`src/rtl/iob_pfsm_timed_pkg.sv`:
```
// Shared encodings for the timed programmable FSM: control states, config
// table selectors and a width helper.
package iob_pfsm_timed_pkg;

    typedef enum logic [1:0] {
        CTRL_IDLE = 2'd0,
        CTRL_RUN  = 2'd1,
        CTRL_DONE = 2'd2
    } ctrl_e;

    localparam logic CFG_SEL_LUT   = 1'b0;
    localparam logic CFG_SEL_DWELL = 1'b1;

    function automatic int max_w(input int a, input int b);
        return (a > b) ? a : b;
    endfunction

endpackage

```
`src/rtl/iob_pfsm_timed_if.sv`:
```
// Config write port of the timed PFSM, driven by the CSR layer (master)
// and accepted by the FSM core (slave).
interface iob_pfsm_timed_if #(
    parameter int INPUT_W  = 2,
    parameter int STATE_W  = 3,
    parameter int OUTPUT_W = 8,
    parameter int CNT_W    = 16
);
    localparam int WDATA_W = iob_pfsm_timed_pkg::max_w(STATE_W + OUTPUT_W, CNT_W);

    logic                       cfg_valid_i;
    logic                       cfg_sel_i;
    logic [STATE_W+INPUT_W-1:0] cfg_addr_i;
    logic [WDATA_W-1:0]         cfg_wdata_i;
    logic                       cfg_ready_o;

    modport master (
        output cfg_valid_i, cfg_sel_i, cfg_addr_i, cfg_wdata_i,
        input  cfg_ready_o
    );

    modport slave (
        input  cfg_valid_i, cfg_sel_i, cfg_addr_i, cfg_wdata_i,
        output cfg_ready_o
    );
endinterface

```
`src/rtl/iob_pfsm_timed_dwell.sv`:
```
// Dwell timer: loadable down-counter with zero flag, plus a saturating
// event counter used to count FSM transitions.
module iob_pfsm_timed_dwell #(
    parameter int CNT_W = 16
) (
    input  logic             clk_i,
    input  logic             rst_i,
    input  logic             cke_i,
    input  logic             load_i,
    input  logic [CNT_W-1:0] load_val_i,
    input  logic             dec_i,
    input  logic             evt_clr_i,
    input  logic             evt_inc_i,
    output logic             zero_o,
    output logic [CNT_W-1:0] evt_cnt_o
);
    logic [CNT_W-1:0] r_cnt;
    logic [CNT_W-1:0] r_evt;

    // NOTE: non-blocking assignments so every flop samples pre-edge values.
    always_ff @(posedge clk_i) begin
        if (cke_i) begin
            if (rst_i) begin
                r_cnt <= '0;
                r_evt <= '0;
            end else begin
                if (load_i) begin
                    r_cnt <= load_val_i;
                end else if (dec_i && (r_cnt != '0)) begin
                    r_cnt <= r_cnt - 1'b1;
                end
                if (evt_clr_i) begin
                    r_evt <= '0;
                end else if (evt_inc_i && (r_evt != '1)) begin
                    r_evt <= r_evt + 1'b1;
                end
            end
        end
    end

    assign zero_o    = (r_cnt == '0);
    assign evt_cnt_o = r_evt;

endmodule

```
`src/rtl/iob_pfsm_timed.sv`:
```
// Programmable FSM with software-loaded transition/output LUT, per-state
// minimum dwell, start/stop/done run control and a transition counter.
module iob_pfsm_timed
    import iob_pfsm_timed_pkg::*;
#(
    parameter int INPUT_W  = 2,
    parameter int STATE_W  = 3,
    parameter int OUTPUT_W = 8,
    parameter int CNT_W    = 16
) (
    input  logic                clk_i,
    input  logic                rst_i,
    input  logic                cke_i,
    input  logic                start_i,
    input  logic                stop_i,
    input  logic [INPUT_W-1:0]  input_i,
    iob_pfsm_timed_if.slave     cfg_if,
    output logic                busy_o,
    output logic                done_o,
    output logic [STATE_W-1:0]  state_o,
    output logic [OUTPUT_W-1:0] output_o,
    output logic [CNT_W-1:0]    trans_cnt_o
);
    localparam int LUT_W       = STATE_W + OUTPUT_W;
    localparam int ADDR_W      = STATE_W + INPUT_W;
    localparam int LUT_DEPTH   = 1 << ADDR_W;
    localparam int DWELL_DEPTH = 1 << STATE_W;
    localparam logic [STATE_W-1:0] HALT_STATE = '1;
    localparam logic [STATE_W-1:0] INIT_STATE = '0;

    ctrl_e               r_ctrl;
    logic [STATE_W-1:0]  r_state;
    logic [OUTPUT_W-1:0] r_out;
    logic                r_done;
    logic [LUT_W-1:0]    r_lut       [LUT_DEPTH];
    logic [CNT_W-1:0]    r_dwell_tab [DWELL_DEPTH];

    logic                w_cfg_ready;
    logic                w_cfg_we;
    logic [LUT_W-1:0]    w_lut_word;
    logic [STATE_W-1:0]  w_next_state;
    logic [OUTPUT_W-1:0] w_next_out;
    logic                w_running;
    logic                w_start;
    logic                w_trans;
    logic                w_dwell_zero;
    logic [CNT_W-1:0]    w_dwell_val;

    assign w_cfg_ready  = (r_ctrl != CTRL_RUN);
    assign w_cfg_we     = cfg_if.cfg_valid_i && w_cfg_ready;
    assign w_lut_word   = r_lut[{r_state, input_i}];
    assign w_next_state = w_lut_word[LUT_W-1:OUTPUT_W];
    assign w_next_out   = w_lut_word[OUTPUT_W-1:0];
    assign w_running    = (r_ctrl == CTRL_RUN);
    assign w_start      = !w_running && start_i && !stop_i;
    assign w_trans      = w_running && !stop_i && w_dwell_zero;
    // A start always enters state 0; a transition enters the LUT's next state.
    assign w_dwell_val  = w_start ? r_dwell_tab[INIT_STATE] : r_dwell_tab[w_next_state];

    // NOTE: the tables are cleared on reset so a fresh FSM never walks uninitialised entries.
    always_ff @(posedge clk_i) begin
        if (cke_i) begin
            if (rst_i) begin
                for (int i = 0; i < LUT_DEPTH; i++) r_lut[i] <= '0;
                for (int i = 0; i < DWELL_DEPTH; i++) r_dwell_tab[i] <= '0;
            end else if (w_cfg_we) begin
                case (cfg_if.cfg_sel_i)
                    CFG_SEL_LUT:   r_lut[cfg_if.cfg_addr_i] <= cfg_if.cfg_wdata_i[LUT_W-1:0];
                    CFG_SEL_DWELL: r_dwell_tab[cfg_if.cfg_addr_i[STATE_W-1:0]] <=
                                       cfg_if.cfg_wdata_i[CNT_W-1:0];
                endcase
            end
        end
    end

    always_ff @(posedge clk_i) begin
        if (cke_i) begin
            if (rst_i) begin
                r_ctrl  <= CTRL_IDLE;
                r_state <= INIT_STATE;
                r_out   <= '0;
                r_done  <= 1'b0;
            end else begin
                r_done <= 1'b0;
                case (r_ctrl)
                    CTRL_RUN: begin
                        if (stop_i) begin
                            r_ctrl  <= CTRL_IDLE;
                            r_state <= INIT_STATE;
                            r_out   <= '0;
                        end else if (w_dwell_zero) begin
                            r_state <= w_next_state;
                            r_out   <= w_next_out;
                            if (w_next_state == HALT_STATE) begin
                                r_ctrl <= CTRL_DONE;
                                r_done <= 1'b1;
                            end
                        end
                    end
                    default: begin
                        // IDLE and DONE share run control; stop beats start.
                        if (stop_i) begin
                            r_ctrl  <= CTRL_IDLE;
                            r_state <= INIT_STATE;
                            r_out   <= '0;
                        end else if (start_i) begin
                            r_ctrl  <= CTRL_RUN;
                            r_state <= INIT_STATE;
                        end
                    end
                endcase
            end
        end
    end

    iob_pfsm_timed_dwell #(
        .CNT_W (CNT_W)
    ) u_dwell (
        .clk_i      (clk_i),
        .rst_i      (rst_i),
        .cke_i      (cke_i),
        .load_i     (w_start || w_trans),
        .load_val_i (w_dwell_val),
        .dec_i      (w_running && !stop_i),
        .evt_clr_i  (w_start),
        .evt_inc_i  (w_trans),
        .zero_o     (w_dwell_zero),
        .evt_cnt_o  (trans_cnt_o)
    );

    assign cfg_if.cfg_ready_o = w_cfg_ready;
    assign busy_o             = w_running;
    assign done_o             = r_done;
    assign state_o            = r_state;
    assign output_o           = r_out;

endmodule

```
`src/flat_wrapper.sv`:
```
// flat-port wrapper written by rule: the top's interface ports become plain ports
module iob_pfsm_timed_flat import iob_pfsm_timed_pkg::*;
#(
    parameter int INPUT_W  = 2,
    parameter int STATE_W  = 3,
    parameter int OUTPUT_W = 8,
    parameter int CNT_W    = 16
)
  (clk_i, rst_i, cke_i, start_i, stop_i, input_i, busy_o, done_o, state_o, output_o, trans_cnt_o, cfg_if_cfg_valid_i, cfg_if_cfg_sel_i, cfg_if_cfg_addr_i, cfg_if_cfg_wdata_i, cfg_if_cfg_ready_o);
  iob_pfsm_timed_if #(.INPUT_W(INPUT_W), .STATE_W(STATE_W), .OUTPUT_W(OUTPUT_W), .CNT_W(CNT_W)) cfg_if_i ();
  input  logic clk_i;
  input  logic rst_i;
  input  logic cke_i;
  input  logic start_i;
  input  logic stop_i;
  input  logic [INPUT_W-1:0] input_i;
  output logic busy_o;
  output logic done_o;
  output logic [STATE_W-1:0] state_o;
  output logic [OUTPUT_W-1:0] output_o;
  output logic [CNT_W-1:0] trans_cnt_o;
  input wire logic [$bits(cfg_if_i.cfg_valid_i)-1:0] cfg_if_cfg_valid_i;
  input wire logic [$bits(cfg_if_i.cfg_sel_i)-1:0] cfg_if_cfg_sel_i;
  input wire logic [$bits(cfg_if_i.cfg_addr_i)-1:0] cfg_if_cfg_addr_i;
  input wire logic [$bits(cfg_if_i.cfg_wdata_i)-1:0] cfg_if_cfg_wdata_i;
  output wire logic [$bits(cfg_if_i.cfg_ready_o)-1:0] cfg_if_cfg_ready_o;
  assign cfg_if_i.cfg_valid_i = cfg_if_cfg_valid_i;
  assign cfg_if_i.cfg_sel_i = cfg_if_cfg_sel_i;
  assign cfg_if_i.cfg_addr_i = cfg_if_cfg_addr_i;
  assign cfg_if_i.cfg_wdata_i = cfg_if_cfg_wdata_i;
  assign cfg_if_cfg_ready_o = cfg_if_i.cfg_ready_o;
  iob_pfsm_timed #(.INPUT_W(INPUT_W), .STATE_W(STATE_W), .OUTPUT_W(OUTPUT_W), .CNT_W(CNT_W)) u_core (.clk_i(clk_i), .rst_i(rst_i), .cke_i(cke_i), .start_i(start_i), .stop_i(stop_i), .input_i(input_i), .cfg_if(cfg_if_i), .busy_o(busy_o), .done_o(done_o), .state_o(state_o), .output_o(output_o), .trans_cnt_o(trans_cnt_o));
endmodule
```
`config.mk`:
```
export PLATFORM = sky130hd
export DESIGN_NAME = iob_pfsm_timed_flat
export DESIGN_NICKNAME = d
export VERILOG_FILES = /design/src/rtl/iob_pfsm_timed_pkg.sv /design/src/rtl/iob_pfsm_timed_if.sv /design/src/rtl/iob_pfsm_timed_dwell.sv /design/src/rtl/iob_pfsm_timed.sv /design/src/flat_wrapper.sv
export SDC_FILE = /design/constraint.sdc
export NUM_CORES = 1
export LEC_CHECK = 0
export CORE_MARGIN = 8
export CORE_UTILIZATION = 50
export DETAILED_ROUTE_END_ITERATION = 6
export GPL_TIMING_DRIVEN = 0
export PLACE_DENSITY = 0.75
export SLEW_MARGIN = 20
export SYNTH_ARGS = -nofsm -noshare
export SYNTH_HDL_FRONTEND = slang
export SYNTH_SLANG_ARGS = --single-unit
```
`constraint.sdc`:
```
create_clock -name clk_i -period 2.9 [get_ports clk_i]
set_input_delay 0.435 -clock clk_i [delete_from_list [all_inputs] [get_ports clk_i]]
set_output_delay 0.435 -clock clk_i [all_outputs]
set_load 0.01 [all_outputs]
```
Word level (Yosys, flattened, before mapping):

Memory sizes are Yosys's and may differ from the RTL's.
Cells that the tools add are included.

* bits in writable memories: 480
* bits in latches: 0
* register bits after elaboration: 46
* memories: 2
* output and inout bits: 30
* input port bits: 30
* bits in read-only memories: 0
* logic and storage cells: 83

Memories
* u_core.r_lut: depth 32, width 11, read ports 1, clocked after Yosys merged registers in 0, wr ports 32, line iob_pfsm_timed.sv:35 `logic [LUT_W-1:0] r_lut [LUT_DEPTH];`
* u_core.r_dwell_tab: depth 8, width 16, read ports 2, clocked after Yosys merged registers in 0, wr ports 8, line iob_pfsm_timed.sv:36 `logic [CNT_W-1:0] r_dwell_tab [DWELL_DEPTH];`

* magnitude comparators: 0
* multiply operators: 0
* div/mod/pow operators: 0
* equal/unequal tests: 6
* add/sub/neg operators: 2
* reduce and logical (&&, ||, !) cells: 26
* bitwise gates (word level): 2
* shift operators: 0
* mux-type cells: 39

Operator list (count)
* two-way mux 16 bit: 5
* two-way mux 8 bit: 4
* two-way mux 3 bit: 6
* adder 16 x 1 -> 16 bit, second input constant: 1
* logical NOT 16 bit: 1
* two-way mux 1 bit: 16
* inequality test 16 bit, second input constant: 1
* nonzero test 16 bit: 1
* OR reduction 16 bit: 1
* subtractor 16 x 1 -> 16 bit, second input constant: 1
* two-way mux 2 bit: 6
* nonzero test 3 bit: 4
* two-way mux 11 bit: 1
* OR reduction 11 bit: 1
* inequality test 4 bit, second input constant: 2
* logical AND 1 bit: 7
* AND reduction 3 bit: 2
* two-way mux 5 bit: 1
* AND reduction 2 bit: 2
* AND reduction 4 bit: 1
* nonzero test 4 bit: 1
* OR reduction 4 bit: 1
* equality test 3 bit, second input constant: 1
* equality test 2 x 1 -> 1 bit, second input constant: 1
* other kinds (5): 7

Longest topological paths before layout:

* depth after elaboration: 8
* mapped depth: 13
* depth with buffers taken out: 9

Hierarchy:

A second synthesis with hierarchy kept.

* cell total of the unflattened synthesis: 1878
* area, all modules: 25381.8 um^2

Modules (own cells, without submodules)
* iob_pfsm_timed: times used 1, cells an instance 1685, area each 23404.9 um^2, sequential area each 14834.2 um^2
* iob_pfsm_timed_dwell: times used 1, cells an instance 193, area each 1976.9 um^2, sequential area each 960.9 um^2

Worst setup path after synthesis:

Ideal clock, no wire load.

* path kind: flip-flop to flip-flop
* start: register u_core.u_dwell.r_cnt[12]
* end: register u_core.u_dwell.r_evt[0], in the netlist u_core.u_dwell.evt_cnt_o[0], enable pin
* clock period less this slack: 3144 ps
* stages on the path, launching flop included: 9
* path slack: -244 ps
* data arrival time: 2754 ps
* cell sequence: edfxtp_1 > or3_1 > or3b_1 > nor4b_2 > and2_1 > buf_2 > buf_4 > a21oi_1 > nor2b_1

* longest elaborated chain between the ends: 5

RTL lines
* from (decl): line iob_pfsm_timed_dwell.sv:17 `logic [CNT_W-1:0] r_cnt;`
* from (signal assigned): line iob_pfsm_timed_dwell.sv:28 `r_cnt <= load_val_i;`
* from (signal assigned): line iob_pfsm_timed_dwell.sv:30 `r_cnt <= r_cnt - 1'b1;`
* logical NOT 16 bit: line iob_pfsm_timed_dwell.sv:41 `assign zero_o = (r_cnt == '0);`
* logical AND 1 bit: line iob_pfsm_timed.sv:56 `assign w_trans = w_running && !stop_i && w_dwell_zero;`
* logical AND 1 bit: line iob_pfsm_timed_dwell.sv:34 `end else if (evt_inc_i && (r_evt != '1)) begin`
* nonzero test 3 bit (no source line)
* AND reduction 2 bit (no source line)
* to (signal assigned): line iob_pfsm_timed_dwell.sv:35 `r_evt <= r_evt + 1'b1;`
* to (decl): line iob_pfsm_timed_dwell.sv:18 `logic [CNT_W-1:0] r_evt;`

Every way passes these cells.
A chain may end at the register's enable or synchronous reset.

==> metrics.cfg <==
[clock_tree]
cts-root-buf=clkbuf_16
clockBufferDepth=3
cts_tree=done
clock_sinks=526
cts_made_buffers=54
ctsHoldBuffers=0
clk_pin_slew_worst_paths_ns=0.06
insertion_delay_ns=0.61
htree_levels=2

[worst_setup_path]
r2r_end=u_core.r_lut[3][5]
cp-start-kind=register
path_class=register to register
required_ns=3.21
cp.arrival_ns=3.20
slowest_stage=nand2_1
path_common_cell=nand2_1
cp_max_fo=8
r2r_cells=8
timing.rr.start=u_core.r_ctrl[0]
cp_cell_sequence=nand2b_1 > inv_1 > nor2_1 > nand2_1 > nor3_2 > nand2_1 > o21ai_1 > buf_4
r2r_setup_slack_ns=0.005
endpoint_kind=register
slowest_delay_ns=0.54

[synthesis]
syn_area_um2=24800
synthTopCellsByArea=edfxtp_1 (64%), and2_1 (12%), mux4_2 (7.3%)
synth_edf_count=526
yosysWarnings=0
synth_most_common_cell=edfxtp_1
synth_seq_cells=526
synth_common_cells=edfxtp_1 (526), and2_1 (487), clkbuf_1 (109)
yosys_most_used_dff=edfxtp_1
synth_top_area_frac=0.636
syn_nets=1796
seq_area_frac_synth=0.636
syn_inst=1763
syn_area_per_cell_um2=14.1
async_flop_share=0
yosysTopAreaCell=edfxtp_1
ys_types=56

[route]
postRouteAntennaNets=0
drc_errors=0
vias_per_cell=5.81
vias=15300
wl_um=65500
dr.pass1.iters=5
route.detailed.wl_per_inst_um=24.9
drt_iter0_drc=1673

[final_layout]
nNetsFinal=1963
final_cell_area_um2=29000
drive_gt1_frac=0.191
regArea_um2=15800
final_util=0.593
instances_no_fill=2633
antenna_cells=0
syn2layout_area_growth_pct=16.8
multiInputGateArea_um2=8770
fill_cells=3754

[floorplanning]
die_y_um=239
die-area_um2=57100
num_rows=81
die_width_um=239
coreArea_um2=49000
start_util=0.508
ios=60

[sta]
rsz0062_at_grt=true
finalSetupViolCount=0
max_freq_ghz=0.345
tightestPinTransition_ns=1.08
post-route-period-util=0.998
finalWorstSetupSlack_ns=0.00521
maxSlewViolCount=0
relSlewSlack=0.282
final.setup_skew_ns=0.0180
holdWs_ns=0.330
finalHoldViolations=0
layout_min_cycle_time_ns=2.89

[grt]
grtUsageTotal=0.227
grt_max_degree=17
grt_pass1_vias=15300
grt_overflow_total=0
grt_pass1_wl_um=96200
antenna_found_initial=0

[placed_design]
dp_worst_setup_slack_ns=-1.10
postPlaceCellArea_um2=26500
io_buffers=46
dp_cells=2509
gp_congestion=0.995
dp_hpwl_um=47100

[flow_run]
drv_cap=0

[min_path]
min_from=cfg_if_cfg_wdata_i[4]
holdPathStages=2
hold_class=input port to register
hold-path-endpoint=u_core.r_lut[23][4]

[pwr]
p_leak_nw=10.2
peakVddDrop_mv=0.532
p_per_area_nw_per_um2=601

[outcome]
outcome=finished clean

==> per-stage QoR <==
stage / setup TNS [ns] / total power (W)
6_report: 0 / 0.0175
5_1_grt: -12.55 / 0.0179
4_1_cts: -0.00845 / 0.0174
3_5_place_dp: -444.56 / 0.0105
3_3_place_gp: -793.00 / 0.0104
2_1_floorplan: -0.118 / 0.00981
==> worst max-delay path, delay by kind of cell (launching register included) <==
family	cells	cell delay (ns)
compound gates	1	0.48
buf+inv	2	0.39
flops	1	0.36
simple gates	5	1.36
==> kinds of logic (layout without fill, tap and decap cells) <==
group	count (synthesis)	count (layout)	share of synthesized area
XOR/XNOR	27	27	0.00952
flip-flops	526	526	0.636
buffers and inverters	158	364	0.0291
multiplexers	200	200	0.122
AO/OA/AOI/OAI	135	135	0.0351
adder cells (fa/ha/maj)	3	3	0.00151
AND/OR/NAND/NOR	714	714	0.167
==> layout by cell type, fill, tap and decap left out, types with 17 or more instances in the layout <==
| cell type | count |
|---|---|
| clkdlybuf4s50_1 | 46 |
| nand2_1 | 45 |
| nor2_1 | 77 |
| mux2i_1 | 94 |
| a22oi_1 | 26 |
| and2_1 | 485 |
| buf_6 | 20 |
| clkbuf_1 | 106 |
| clkbuf_16 | 56 |
| nor3_1 | 19 |
| nand3_1 | 17 |
| edfxtp_1 | 526 |
| buf_4 | 67 |
| mux4_2 | 80 |
| o21ai_2 | 24 |
==> sequential cells by signal, indices dropped and copies added (netlist names) <==
register	cells
u_core.r_lut	352
u_core.done_o	1
u_core.state_o	3
u_core.r_ctrl	2
u_core.r_dwell_tab	128
u_core.output_o	8
u_core.u_dwell.r_cnt	16
u_core.u_dwell.evt_cnt_o	16
==> power breakdown <==
group	internal [W]	switching [W]	leakage, nW
sequential	0.00863	0.000116	4.99
combinational	0.000711	0.00104	4.37
clock	0.00399	0.00295	0.849
total	0.0133	0.00412	10.2
==> layer usage <==
metal / track usage / vias up / share of wire / routed length (um)
met4: 0.0919 / 0 / 0.039 / 2540
li1: - / 6747 / - / -
met3: 0.0478 / 122 / 0.089 / 5850
met5: 0 / - / 0 / 0
met2: 0.367 / 704 / 0.47 / 31100
met1: 0.298 / 7715 / 0.40 / 26000
==> how the worst max path moves through the flow <==
stage,slack [ns],to,from,depth (start not counted)
after floorplan,-0.004,u_core.r_dwell_tab[3][0],u_core.r_ctrl[0],7
after global placement,-1.67,u_core.r_dwell_tab[5][2],cke_i,5
after detailed placement,-1.10,u_core.output_o[2],input_i[1],9
after CTS,-0.008,u_core.u_dwell.r_cnt[14],u_core.state_o[0],13
after global routing,-0.14,u_core.r_lut[5][3],u_core.r_ctrl[1],9
final,0.005,u_core.r_lut[3][5],u_core.r_ctrl[0],8
==> repair_timing <==
item | 4_1_cts | 5_1_grt
pin swaps | 1 | 8
endpoints found under the setup margin | 661 | 588
gates cloned | 0 | 2
gates resized for setup | 58 | 83
setup buffers | 8 | 21
==> final cells by class <==
cell class / instances / share of cell area
inverters: 7 / 0.000906
repair buffers: 113 / 0.0363
clock buffers: 62 / 0.0483
clock inverters: 33 / 0.0116
flip-flops and latches: 526 / 0.544
well taps: 664 / 0.0286
multi-input cells: 1079 / 0.302
plain buffers: 149 / 0.0278
No activity file was read; power rests on OpenSTA's default activity.
